--- src/rtl/ram_loader.sv ---
// Framed byte-stream loader: address, length, payload, checksum.
// Owns the RAM port while loading; passes the CPU bus through when idle.
//
// Ports:
//   i_clk, i_rst_n            clock, synchronous active-low reset
//   i_start                   begin a frame (only honoured in IDLE)
//   i_byte, i_valid, o_ready  stream byte handshake
//   i_cpu_addr/data/we        CPU RAM bus (used while idle)
//   o_ram_addr/data/we        RAM port
//   o_busy                    loader owns the RAM bus
//   or_done                   one-cycle pulse at end of frame
//   or_err                    checksum mismatch, sticky until next start
module ram_loader #(
  parameter int ADDR_WIDTH = 8,
  parameter int DATA_WIDTH = 8
) (
  input  logic                  i_clk,
  input  logic                  i_rst_n,
  input  logic                  i_start,
  input  logic [DATA_WIDTH-1:0] i_byte,
  input  logic                  i_valid,
  output logic                  o_ready,
  input  logic [ADDR_WIDTH-1:0] i_cpu_addr,
  input  logic [DATA_WIDTH-1:0] i_cpu_data,
  input  logic                  i_cpu_we,
  output logic [ADDR_WIDTH-1:0] o_ram_addr,
  output logic [DATA_WIDTH-1:0] o_ram_data,
  output logic                  o_ram_we,
  output logic                  o_busy,
  output logic                  or_done,
  output logic                  or_err
);

  typedef enum logic [2:0] {
    S_IDLE,
    S_ADDR,
    S_LEN,
    S_DATA,
    S_CSUM
  } state_t;

  state_t                state_q, state_d;
  logic [ADDR_WIDTH-1:0] wr_addr_q, wr_addr_d;
  logic [DATA_WIDTH-1:0] wr_data_q, wr_data_d;
  logic                  wr_we_q, wr_we_d;
  logic [DATA_WIDTH-1:0] sum_q, sum_d;
  logic [DATA_WIDTH-1:0] count_q, count_d;
  logic                  done_q, done_d;
  logic                  err_q, err_d;
  logic                  acc;

  assign o_ready = (state_q != S_IDLE);
  assign o_busy  = (state_q != S_IDLE);
  assign acc     = i_valid && o_ready;
  assign or_done = done_q;
  assign or_err  = err_q;

  assign o_ram_addr = o_busy ? wr_addr_q : i_cpu_addr;
  assign o_ram_data = o_busy ? wr_data_q : i_cpu_data;
  assign o_ram_we   = o_busy ? wr_we_q   : i_cpu_we;

  always_comb begin
    state_d   = state_q;
    wr_addr_d = wr_addr_q;
    wr_data_d = wr_data_q;
    wr_we_d   = 1'b0;
    sum_d     = sum_q;
    count_d   = count_q;
    done_d    = 1'b0;
    err_d     = err_q;

    // Advance the pointer once the pending write has been presented.
    if (wr_we_q) wr_addr_d = wr_addr_q + 1'b1;

    unique case (state_q)
      S_IDLE: begin
        if (i_start) begin
          state_d = S_ADDR;
          err_d   = 1'b0;
          sum_d   = '0;
        end
      end
      S_ADDR: begin
        if (acc) begin
          wr_addr_d = i_byte[ADDR_WIDTH-1:0];
          state_d   = S_LEN;
        end
      end
      S_LEN: begin
        if (acc) begin
          count_d = i_byte;
          state_d = S_DATA;
        end
      end
      S_DATA: begin
        if (acc) begin
          wr_data_d = i_byte;
          wr_we_d   = 1'b1;
          sum_d     = sum_q + i_byte;
          // Length 0 wraps through FF..1, giving 2^DATA_WIDTH bytes.
          count_d   = count_q - 1'b1;
          if (count_q == DATA_WIDTH'(1)) state_d = S_CSUM;
        end
      end
      S_CSUM: begin
        if (acc) begin
          err_d   = (i_byte != sum_q);
          done_d  = 1'b1;
          state_d = S_IDLE;
        end
      end
      default: state_d = S_IDLE;
    endcase
  end

  always_ff @(posedge i_clk) begin
    if (!i_rst_n) begin
      state_q   <= S_IDLE;
      wr_addr_q <= '0;
      wr_data_q <= '0;
      wr_we_q   <= 1'b0;
      sum_q     <= '0;
      count_q   <= '0;
      done_q    <= 1'b0;
      err_q     <= 1'b0;
    end else begin
      state_q   <= state_d;
      wr_addr_q <= wr_addr_d;
      wr_data_q <= wr_data_d;
      wr_we_q   <= wr_we_d;
      sum_q     <= sum_d;
      count_q   <= count_d;
      done_q    <= done_d;
      err_q     <= err_d;
    end
  end

endmodule

--- config.mk ---
export PLATFORM = sky130hd
export DESIGN_NAME = ram_loader
export DESIGN_NICKNAME = d
export VERILOG_FILES = /design/src/rtl/ram_loader.sv
export SDC_FILE = /design/constraint.sdc
export NUM_CORES = 1
export LEC_CHECK = 0
export CORE_ASPECT_RATIO = 0.75
export CORE_MARGIN = 5
export CORE_UTILIZATION = 27
export DETAILED_ROUTE_END_ITERATION = 10
export GPL_TIMING_DRIVEN = 0
export HOLD_SLACK_MARGIN = 0.02
export REMOVE_ABC_BUFFERS = 1
export SYNTH_ARGS = -nofsm -noshare
export SYNTH_HDL_FRONTEND = slang
export SYNTH_SLANG_ARGS = --single-unit
--- constraint.sdc ---
create_clock -name i_clk -period 2.2 [get_ports i_clk]
set_input_delay 0.55 -clock i_clk [delete_from_list [all_inputs] [get_ports i_clk]]
set_output_delay 0.55 -clock i_clk [all_outputs]
set_load 0.005 [all_outputs]
==> flow_summary_export.csv, run 1 <==
group,metric,value,unit
synth,synth_top_family_by_area,"compound AO/OA/AOI/OAI gates",
layout,diodes,0,
synth,synth_top_area_cell,"dfxtp_1",
routing,vias,2231,
layout,fin_area,0.00328,sq mm
synth,yosys.area_share.simple,20.1,%
timing,fin_crit_sh,100,%
global_routing,grt_max_degree,36,
synth,synthCells,268,
routing,wl_per_cell,15.4,um
routing,drt_iter0_markers,124,
placed_design,place_ws,-1.00,ns
clocking,cts_tree,"yes",
status,status,"complete, but fails checks",
routing,viasPerCell,5.16,
synth,synth_mux_area_share,9.86,%
layout,utilization,38.7,%
synth,synth_top_flop_cell,"dfxtp_1",
run,drv_cap,0,
min_path,worstHoldStart,"wr_data_q[0]",
clocking,clock_path_buffers,2,
critical_path,start_kind,"flip-flop",
routing,drc,0,
synth,synthXorXnorAreaFrac,4.48,%
timing,finalHoldViolCount,0,
floorplanning,core-area,0.00845,sq mm
timing,drv_slew,0,
synth,netlist_area,0.00235,sq mm
timing,slew_headroom,61.6,%
status,violations,"setup timing",
critical_path,crit_fanout,5,
placed_design,place.gp.congestion,0.815,
clocking,numCtsBuffers,5,
synth,ys_ff_latch,38,
floorplanning,io_pins,50,
placed_design,placed_area,0.00287,sq mm
placed_design,dpl.hpwl,4480,um
synth,synthArstFlopShare,0,%
synth,synth_compound_area_share,21.6,%
power,vdd_ir_drop_max,269,uV
clocking,clk_pin_slew,0.06,ns
floorplanning,chipHeight,90.8,um
synth,synth_seq_area_share,32.4,%
critical_path,r2r_end,"sum_q[6]",
synth,syn_avg_cell_area,8.76,sq um
global_routing,gr-total-overflow,0,
min_path,min_to,"wr_data_q[0]",
critical_path,end_kind,"output port",
layout,fillers,869,
synth,yosys_warnings,0,
layout,drive_gt1_share,28.4,%
timing,fin_crit,2.20,ns
placed_design,port_buffers,49,
power,p_per_area,681,mW/mm^2
power,leakage,0.00128,uW
min_path,hold_path.class,"reg -> reg",
synth,synth_fa_ha_area_share,6.18,%
floorplanning,initial_core_util,27.8,%
synth,synthTopCellsByArea,"dfxtp_1 32%, mux2_2 8.2%, ha_1 5.3%",
synth,yosysTopAreaCellShare,32.4,%
critical_path,worstSetupPathType,"reg -> out",
timing,worst_slew_pin_slew,0.574,ns
timing,rsz0062_at_grt,"true",
routing,totalWireLength,6670,um
synth,synth_cell_types,54,
timing,setup-violations-final,3,
timing,fin_skew,0.00438,ns
critical_path,r2r_cells,6,
critical_path,r2r_slack,0.27,ns
critical_path,cp.required,1.65,ns
layout,syn_to_final_growth,39.5,%
global_routing,grt_pass1_vias,2120,
clocking,clock_latency,0.28,ns
floorplanning,rows,29,
critical_path,cp.arrival,1.65,ns
routing,firstDrtPassIters,4,
clocking,htree_levels,2,
timing,max_clock_freq,0.454,GHz
clocking,holdBufCountCts,0,
global_routing,antenna_found_initial,0,
min_path,min_delay_path_depth,2,
routing,antenna_left,0,
clocking,clock_sinks,38,
floorplanning,die_area,0.0107,sq mm
synth,synth_edf_count,0,
layout,nets,363,
global_routing,grt_pass1_wl,10900,um
global_routing,track_usage,12.3,%
timing,hold_slack,0.459,ns
timing,fin_ws,-0.00385,ns
critical_path,r2r-start,"state_q[1]",
clocking,root_buffer,"clkbuf_16",
floorplanning,die_w,118,um
power,totalPowerFinal,2230,uW
## worst max path at each step
stage               startpoint       endpoint  slack, ns  cells past startpoint
floorplan            i_byte[0]       sum_q[6]       0.13                      7
global placement       i_rst_n       sum_q[6]      -0.96                      5
detailed placement     i_rst_n       sum_q[6]      -1.00                      5
CTS                 state_q[1]  o_ram_data[1]      -0.05                      6
global route        state_q[0]  o_ram_data[2]      -0.08                      6
finish              state_q[0]  o_ram_data[2]     -0.004                      6
## flip-flops by register name, indices dropped and copies added, names as in the netlist
| name | flops |
|---|---|
| count_q | 8 |
| or_done | 1 |
| or_err | 1 |
| state_q | 3 |
| sum_q | 8 |
| wr_addr_q | 8 |
| wr_data_q | 8 |
| wr_we_q | 1 |
## cells in the final DEF, fill, tap and decap left out, types with 7 or more instances in the layout
cell             count
buf_2                9
clkdlybuf4s50_1     24
nor2_1              28
a211oi_2            10
a21oi_1             23
nand2_1             27
a22oi_1              7
buf_4                9
o21ai_0              8
mux2_2              11
dfxtp_1             35
buf_6               12
## cell type report
type / count / area (sq um) / share of cell area [%]
well taps: 108 / 135 / 4.13
clock inverters: 2 / 60.1 / 1.83
clock buffers: 6 / 139 / 4.24
flip-flops and latches: 38 / 772 / 23.6
repair buffers: 66 / 604 / 18.4
inverters: 5 / 23.8 / 0.726
multi-input cells: 207 / 1540 / 47.1
## cell families after synthesis
kind of cell	count (synthesis)
AND/OR/NAND/NOR	91
AO/OA/AOI/OAI	72
flip-flops	38
buffers and inverters	23
multiplexers	21
XOR/XNOR	12
adder cells (fa/ha/maj)	11
## repair_timing
item | 4_1_cts | 5_1_grt
cloned | 2 | 0
pin swaps | 2 | 1
endpoints found under the setup margin | 55 | 22
gates resized for setup | 105 | 15
buffers inserted | 17 | 1
## power breakdown
part	total [uW]	switching (uW)	internal (uW)
Clock	962	281	681
Sequential	738	26.5	712
Combinational	532	230	303
Total	2230	538	1690
## critical path: stages (launching register included)
cell and delay [ns]:
dfxtp_4 0.35, nor3_4 0.25, buf_6 0.15, buf_8 0.11
buf_6 0.10, mux2_4 0.29, buf_6 0.11
## synth_stat cells, drive strengths merged, types with 3 or more instances
library cell / number
mux2i: 4
a21oi: 24
ha: 10
o21ai: 9
a2bb2oi: 3
nand2: 28
nand4: 3
dfxtp: 38
o211ai: 3
xor2: 6
nor2: 30
a211oi: 12
xnor2: 6
a22oi: 7
inv: 4
mux2: 17
nor3: 4
clkbuf: 4
nand3b: 5
buf: 14
nand3: 6
a21o: 3
## layer usage
layer / up-vias / track usage (%) / wire length [um] / part of all wire, %
li1: 1084 / - / - / -
met1: 1078 / 17.3 / 3280 / 49
met2: 65 / 18.6 / 2950 / 44
met3: 4 / 3.94 / 418 / 6.3
met4: 0 / 1.72 / 28 / 0.42
met5: - / 0 / 0 / 0
## per-stage QoR
| stage | std cells | TNS [ns] |
|---|---|---|
| 6_report | 432 | -0.00623 |
| 5_1_grt | 432 | -0.450 |
| 4_1_cts | 434 | -0.263 |
| 3_5_place_dp | 407 | -28.88 |
| 3_3_place_gp | 407 | -27.41 |
| 2_1_floorplan | 250 | 0 |
Power figures use the tool's default switching activity.
==> run 2, diff against run 1 <==
--- a/config.mk
+++ b/config.mk
@@ -12,6 +12,7 @@
 export GPL_TIMING_DRIVEN = 0
 export HOLD_SLACK_MARGIN = 0.02
 export REMOVE_ABC_BUFFERS = 1
+export SETUP_SLACK_MARGIN = 0.1
 export SYNTH_ARGS = -nofsm -noshare
 export SYNTH_HDL_FRONTEND = slang
 export SYNTH_SLANG_ARGS = --single-unit
==> run 2 against run 1 <==
  * The flow still finishes with violations (setup timing)
  * Sequential share of layout area shrank 1.8 points
  * Routed wire length rose by 6.7%
  * Global-route usage up 0.47 points
  * Total power rose by 7.0%
  * Cell area rose by 8.3%
  * Critical path type unchanged
==> flow_summary_export.csv, run 2 (synthesis gave the netlist of run 1 again) <==
group,metric,value,unit
floorplanning,die_w,118,um
clocking,numCtsBuffers,5,
placed_design,dpl.hpwl,4480,um
floorplanning,die_area,0.0107,sq mm
critical_path,end_kind,"output port",
critical_path,path_buf_inv,4,
layout,seqCellArea,772,sq um
power,p_per_area,673,mW/mm^2
routing,drt_iter0_markers,110,
layout,drive_gt1_share,32.2,%
power,switchingPower,577,uW
critical_path,crit_fanout,5,
power,sw_frac_of_total,24.2,%
timing,fin_skew,0.00567,ns
min_path,hold_path.class,"reg -> reg",
floorplanning,initial_core_util,27.8,%
global_routing,grt_max_degree,36,
timing,fin_ws,-0.0241,ns
placed_design,port_buffers,49,
timing,finalHoldViolCount,0,
clocking,clock_path_buffers,2,
critical_path,cp.required,1.65,ns
clocking,clock_latency,0.28,ns
timing,rsz0062_at_grt,"true",
critical_path,cpMaxStageDelayCell,"dfxtp_4",
critical_path,r2r-start,"state_q[1]",
clocking,cts_tree,"yes",
power,leakage,0.00143,uW
layout,fin_area,0.00355,sq mm
critical_path,path_common_cell,"buf_6",
layout,most-common-layout-cells,"35 x dfxtp_1, 32 x buf_6, 28 x nor2_1, 27 x nand2_1, 23 x a21oi_1",
critical_path,cp.arrival,1.67,ns
routing,wl_per_cell,16.1,um
timing,drv_slew,0,
timing,fin_crit,2.22,ns
clocking,holdBufCountCts,0,
layout,layout_commonest_cell,"dfxtp_1",
clocking,htree_levels,2,
floorplanning,rows,29,
critical_path,crit_chain,"nor3_4 > buf_6 > buf_8 > buf_6 > mux2_4 > buf_6",
timing,setup-violations-final,5,
timing,slew_headroom,60.8,%
power,power.clock.fraction,40.2,%
power,p_seq_share,30.9,%
layout,fillers,844,
critical_path,cp-startpoint,"state_q[0]",
critical_path,worstSetupPathType,"reg -> out",
layout,nets,374,
power,p_int,1810,uW
status,status,"complete, but fails checks",
clocking,root_buffer,"clkbuf_16",
critical_path,critPathMaxStageDelay,0.35,ns
power,combPwrFrac,28.8,%
global_routing,antenna_found_initial,0,
routing,vias,2286,
timing,worst_slew_pin_slew,0.586,ns
clocking,clk_pin_slew,0.06,ns
min_path,worstHoldStart,"wr_data_q[3]",
placed_design,placed_area,0.00287,sq mm
global_routing,gr-total-overflow,0,
global_routing,track_usage,12.7,%
timing,hold_slack,0.462,ns
timing,fin_crit_sh,101,%
routing,firstDrtPassIters,4,
routing,drc,0,
timing,max_clock_freq,0.450,GHz
routing,totalWireLength,7120,um
global_routing,grt_pass1_vias,2201,
run,drv_cap,0,
layout,syn_to_final_growth,51.1,%
status,violations,"setup timing",
critical_path,start_kind,"flip-flop",
layout,diodes,0,
layout,multi_input_area,0.00163,sq mm
floorplanning,io_pins,50,
global_routing,grt_pass1_wl,11300,um
floorplanning,core-area,0.00845,sq mm
clocking,clock_sinks,38,
power,vdd_ir_drop_max,291,uV
routing,antenna_left,0,
floorplanning,chipHeight,90.8,um
routing,viasPerCell,5.16,
critical_path,critPathTopFamily,"buffers and inverters",
placed_design,place.gp.congestion,0.815,
[run 2: cell count changes in the layout (fill, tap and decap cells not counted), sizes merged]
cell / delta
buf: +14
dlygate4sd2: -4
clkbuf: +2
clkdlybuf4s50: -2
bufinv: +1
clkinv: -1
dlymetal6s2s: +1
[run 2: per-stage QoR]
stage	power [uW]	util (%)	TNS (ns)	worst slack [ns]	std cells
finish	2390	42.0	-0.0515	-0.0241	443
global route	2480	42.0	-0.676	-0.0807	443
CTS	2340	40.5	-0.288	-0.0628	440
detailed placement	1200	33.9	-28.88	-1.00	407
global placement	1190	33.9	-27.41	-0.963	407
floorplan	976	-	0	0.134	250
[run 2: power by group through the flow]
stage,Clock (uW),Combinational (uW),Sequential [uW]
2_1_floorplan,0,224,752
3_3_place_gp,0,427,759
3_5_place_dp,0,435,761
4_1_cts,968,637,738
5_1_grt,1000,732,742
6_report,961,688,739
[run 2: final cells by class]
type	count	area share, %
multi-input combinational	207	45.9
timing repair buffer	77	22.0
sequential	38	21.8
clock buffer	6	3.91
tap	108	3.81
clock inverter	2	1.69
inverter	5	0.917
[run 2: repair_timing]
| action | 4_1_cts | 5_1_grt |
|---|---|---|
| setup endpoints to repair | 55 | 34 |
| pin swaps | 4 | 5 |
| buffers inserted | 23 | 3 |
| resized for setup | 138 | 31 |
| gates cloned | 2 | 0 |
[run 2: layer usage]
metal / part of all wire [%] / global-route usage (%) / vias up / wire length [um]
met5: 0 / 0 / - / 0
met4: 1.1 / 1.72 / 0 / 77
met3: 6.8 / 4.13 / 10 / 482
met2: 45 / 19.8 / 77 / 3190
met1: 47 / 17.6 / 1095 / 3370
li1: - / - / 1104 / -
[run 2: path summary, 6_finish.rpt]
kind,to,slack (ns),cells past startpoint
min reg2reg,wr_data_q[3],0.46,2
max reg2reg,sum_q[6],0.28,6
min,wr_data_q[3],0.46,2
max,o_ram_addr[1],-0.02,6
[run 2: worst reg2reg max path, stage by stage, from the launching register on]
cell and delay [ns]:
dfxtp_4 0.36, buf_4 0.16, and3b_1 0.43, nand2_2 0.29, or3_1 0.37, mux2i_1 0.13, a31o_2 0.12
==> run 3, diff against run 2 <==
--- a/config.mk
+++ b/config.mk
@@ -5,7 +5,6 @@
 export SDC_FILE = /design/constraint.sdc
 export NUM_CORES = 1
 export LEC_CHECK = 0
-export CORE_ASPECT_RATIO = 0.75
 export CORE_MARGIN = 5
 export CORE_UTILIZATION = 27
 export DETAILED_ROUTE_END_ITERATION = 10
==> run 3 against run 2 <==
  * Via count fell by 4.3%
  * Clock power fell by 55%
  * Cell area fell by 6.2%
  * Critical path type unchanged
  * Highest routed layer unchanged
  * The run now ends clean
==> flow_summary_export.csv, run 3 (synthesis gave the netlist of run 1 again) <==
group,metric,value,unit
critical_path,cp-startpoint,"state_q[2]",
routing,totalWireLength,6210,um
critical_path,end_kind,"output port",
critical_path,crit_chain,"nor3_4 > buf_4 > buf_6 > buf_16 > mux2_4 > buf_6",
timing,fin_skew,0.00501,ns
power,vdd_ir_drop_max,248,uV
clocking,cts_tree,"yes",
layout,diodes,0,
global_routing,grt_pass1_wl,10000,um
timing,slew_headroom,63.3,%
placed_design,place.gp.congestion,0.873,
clocking,clk_pin_slew,0.07,ns
layout,fillers,853,
power,p_per_area,538,mW/mm^2
critical_path,path_common_cell,"buf_6",
run,drv_cap,0,
timing,fin_crit_sh,99.7,%
clocking,root_buffer,"clkbuf_8",
timing,max_clock_freq,0.456,GHz
layout,multi_input_area,0.00162,sq mm
timing,fin_crit,2.19,ns
layout,nets,364,
global_routing,antenna_found_initial,0,
global_routing,grt_max_degree,36,
status,status,"finished clean",
timing,hold_slack,0.457,ns
routing,vias,2188,
clocking,clock_path_buffers,2,
critical_path,cp.arrival,1.64,ns
placed_design,port_buffers,49,
timing,rsz0062_at_grt,"true",
critical_path,crit_fanout,5,
floorplanning,initial_core_util,27.3,%
clocking,clock_latency,0.28,ns
critical_path,cp.required,1.65,ns
floorplanning,die_area,0.0107,sq mm
floorplanning,die_w,103,um
timing,drv_slew,0,
floorplanning,chipHeight,103,um
floorplanning,rows,34,
min_path,worstHoldStart,"wr_data_q[0]",
global_routing,track_usage,11.8,%
routing,firstDrtPassIters,4,
placed_design,dpl.hpwl,4190,um
timing,finalHoldViolCount,0,
global_routing,grt_pass1_vias,2184,
routing,viasPerCell,5.06,
placed_design,dp.cells,407,
critical_path,critPathMaxStageDelay,0.35,ns
critical_path,r2r-start,"state_q[2]",
layout,syn_to_final_growth,41.8,%
floorplanning,core-area,0.00859,sq mm
routing,antenna_left,0,
power,leakage,0.00131,uW
critical_path,start_kind,"flip-flop",
layout,drive_gt1_share,29.0,%
critical_path,worstSetupPathType,"reg -> out",
critical_path,cpMaxStageDelayCell,"dfxtp_4",
min_path,hold_path.class,"reg -> reg",
critical_path,r2r_cells,6,
timing,setup-violations-final,0,
clocking,holdBufCountCts,0,
clocking,clock_sinks,38,
layout,seqCellArea,772,sq um
layout,final_cells,432,
clocking,numCtsBuffers,5,
routing,drc,0,
routing,wl_per_cell,14.4,um
floorplanning,io_pins,50,
min_path,min_delay_path_depth,2,
global_routing,gr-total-overflow,0,
layout,most-common-layout-cells,"35 x dfxtp_1, 28 x nor2_1, 27 x nand2_1, 23 x a21oi_1, 23 x clkdlybuf4s50_1",
timing,worst_slew_pin_slew,0.548,ns
clocking,htree_levels,2,
layout,layout_commonest_cell,"dfxtp_1",
timing,final.setup.tns,0,ns
routing,drt_iter0_markers,67,
run 3: cell count changes in the layout (fill, tap and decap cells not counted), sizes merged:
cell and change:
bufinv -3, clkdlybuf4s15 -1, clkbuf -1, buf -9, clkinv +1, dlygate4sd2 +1
clkdlybuf4s50 +1
run 3: metal layers:
| layer | global-route usage (%) | routed length, um | vias to the layer above |
|---|---|---|---|
| met5 | 0 | 0 | - |
| met4 | 3.59 | 119 | 0 |
| met3 | 3.09 | 429 | 12 |
| met2 | 21.8 | 3070 | 62 |
| met1 | 13.3 | 2580 | 1032 |
| li1 | - | - | 1082 |
run 3: final timing paths:
kind	endpoint	slack (ns)
hold reg to reg	wr_data_q[0]	0.46
setup reg to reg	sum_q[6]	0.27
setup / recovery	o_ram_we	0.007
hold / removal	wr_data_q[0]	0.46
run 3: final cells by class:
type	instances	area share [%]
multi-input cells	207	48.6
repair buffers	67	21.2
well taps	108	4.06
clock buffers	7	2.29
flip-flops and latches	38	23.2
inverters	5	0.714
run 3: metrics by stage:
step	area, sq um	total power (uW)	util, %	setup slack [ns]
floorplan	2240	976	-	0.134
global placement	2870	1180	33.4	-0.898
detailed placement	2870	1190	33.4	-0.925
CTS	3210	1760	37.4	0.000885
global route	3330	1900	38.7	-0.0640
finish	3330	1790	38.7	0.00657
run 3: repair_timing:
item	CTS	global route
pin swaps	4	6
gates resized for setup	119	24
gates cloned	2	0
setup buffers	12	4
hold endpoints to repair	0	0
setup endpoints to repair	55	27
run 3: power by group:
| group | internal (uW) | switching [uW] | total (uW) |
|---|---|---|---|
| combinational | 379 | 240 | 619 |
| sequential | 711 | 25.3 | 736 |
| clock | 218 | 219 | 437 |
| total | 1310 | 484 | 1790 |
run 3: worst max-delay path: cells and delay by family, from the launching register on:
family	cells	cell delay [ns]
and+or+nand+nor	1	0.20
muxes	1	0.30
buffers and inverters	4	0.50
DFF	1	0.35
==> edit: new RTL, flow settings as in run 1 <==
Encoding of `state_t`: now one-hot (5 bits for 5 states).
--- a/src/rtl/ram_loader.sv
+++ b/src/rtl/ram_loader.sv
@@ -31,12 +31,12 @@
   output logic                  or_err
 );
 
-  typedef enum logic [2:0] {
-    S_IDLE,
-    S_ADDR,
-    S_LEN,
-    S_DATA,
-    S_CSUM
+  typedef enum logic [4:0] {
+    S_IDLE = 5'b00001,
+    S_ADDR = 5'b00010,
+    S_LEN  = 5'b00100,
+    S_DATA = 5'b01000,
+    S_CSUM = 5'b10000
   } state_t;
 
   state_t                state_q, state_d;
Check against the original RTL: same outputs for any inputs over 10 cycles, from zero or initial values and one cycle with i_rst_n low; not proved beyond that.
==> edit against run 1 <==
The run still ends with setup timing left; first-iteration DRC count up 44%; critical path depth up 1; cell count is 12% higher; cell area up 11%; maximum frequency down 3.1%; routed wire length increased by 13%; setup slack got worse by 0.070 ns; synthesized area up 12%; sequential cell count is 2 higher; register-to-register slack better by 0.11 ns; sequential share of layout area shrank 0.97 points.
Power is not compared: it rests on default switching activity, and its combinational part moved more than twofold at a synthesized area within 25%.
==> edit: results (changes against run 1) <==
XOR/XNOR share of the synthesized area -> 4.34% (-0.14 points)
Vias in the first global route -> 2243 (+5.8%)
Synth Area in Adders -> 5.53% (-0.65 points)
Met1 WL -> 3480 um (+6.1%)
Multi-Input Combinational -> 225 (+8.7%)
Met1 Use GR -> 17.8% (+0.54 points)
Buffers, non-clock -> 73 (+11%)
Worst hold start -> wr_data_q[7]
Area Growth Syn to Fin -> 38.2%
Most area-consuming cells after synthesis -> dfxtp_1 (31%), mux2_2 (7.3%), ha_1 (4.8%)
Final worst slack -> -0.0737 ns (-0.0699 ns)
First-pass GRT wire length -> 11800 um (+8.0%)
Routed WL -> 7520 um (+13%)
Compound-gate portion of the synthesized area -> 22.1% (+0.49 points)
Clk_skew -> 0.00687 ns (+0.00248 ns)
Non-clock buffering overhead -> 18.6% (+0.18 points)
CTS resizes -> 63 (-40%)
Final Setup Violations -> 6 (+3)
GR Util All Layers -> 12.7% (+0.41 points)
Cell Area, Placed -> 3140 um^2 (+9.4%)
Placed Cells -> 452 (+11%)
Commonest cells post-synth -> dfxtp_1 (40), nand2_1 (30), nor2_1 (25)
Arr. time, crit path -> 1.72 ns (+0.07 ns)
Mapped Cells -> 289 (+7.8%)
Via Count -> 2402 (+7.7%)
DRT iter0 DRCs -> 178 (+44%)
Cells on worst reg2reg path -> 7 (+1)
Met3 wire len -> 593 um (+42%)
Fill count -> 977 (+12%)
Met3 Usage GRT -> 2.85% (-1.1 points)
DP Worst Slack -> -0.688 ns (+0.313 ns)
Layout cells sized above 1 -> 30.6% (+2.2 points)
Seq area share -> 22.6% (-0.97 points)
Drt wl/cell -> 15.5 um (+0.41%)
Grt met2 use -> 19.8% (+1.1 points)
Inverters, non-clock -> 8 (+3)
Worst-Margin Slew -> 0.560 ns (-0.0137 ns)
Crit path max fanout -> 6 (+1)
Distinct cells, synth -> 65 (+20%)
Register area share after synthesis -> 30.5% (-1.9 points)
Worst setup startpoint -> state_q[3]
Clock-cell share -> 3.79% (-2.3 points)
Yosys reg bits -> 40 (+5.3%)
Row count -> 31 (+6.9%)
Final #Nets -> 393 (+8.3%)
GPL Wtd Cong -> 0.847 (+4.0%)
Status -> finished with violations
Largest net degree at the start of global routing -> 27 (-25%)
CP endpoint -> o_ram_addr[1]
Setup TNS -> -0.178 ns (-0.171 ns)
Reg-to-reg setup timing slack -> 0.38 ns (+0.11 ns)
Failing checks -> setup timing
Post-CTS Setup Repair Bufs -> 14 (-3)
Crit Reg-Reg Startpoint -> sum_q[0]
Fraction of area in multi-input gates -> 49.6% (+2.5 points)
Hold WS -> 0.456 ns (-0.00269 ns)
-- edit: changes by cell type after synthesis, moves of 3 or more --
cell | run 1 | this run
inv_1 | 3 | 7
buf_6 | 2 | 8
nand3_1 | 6 | 9
buf_2 | 7 | 3
a21oi_1 | 23 | 16
a22o_2 | 0 | 3
nor2_1 | 28 | 25
nor3_1 | 3 | 6
nand3b_1 | 5 | 2
a22oi_1 | 7 | 0
o221a_2 | 0 | 3
a2bb2oi_1 | 3 | 0
a21o_1 | 3 | 7
and3_1 | 0 | 3
-- edit: cell families (layout without fill, tap and decap cells) --
family                   count (synthesis)  count (layout)
AND/OR/NAND/NOR                        105             107
adder cells (fa/ha/maj)                 11              11
multiplexers                            21              21
XOR/XNOR                                13              13
AO/OA/AOI/OAI                           73              73
buffers and inverters                   26              88
flip-flops                              40              40
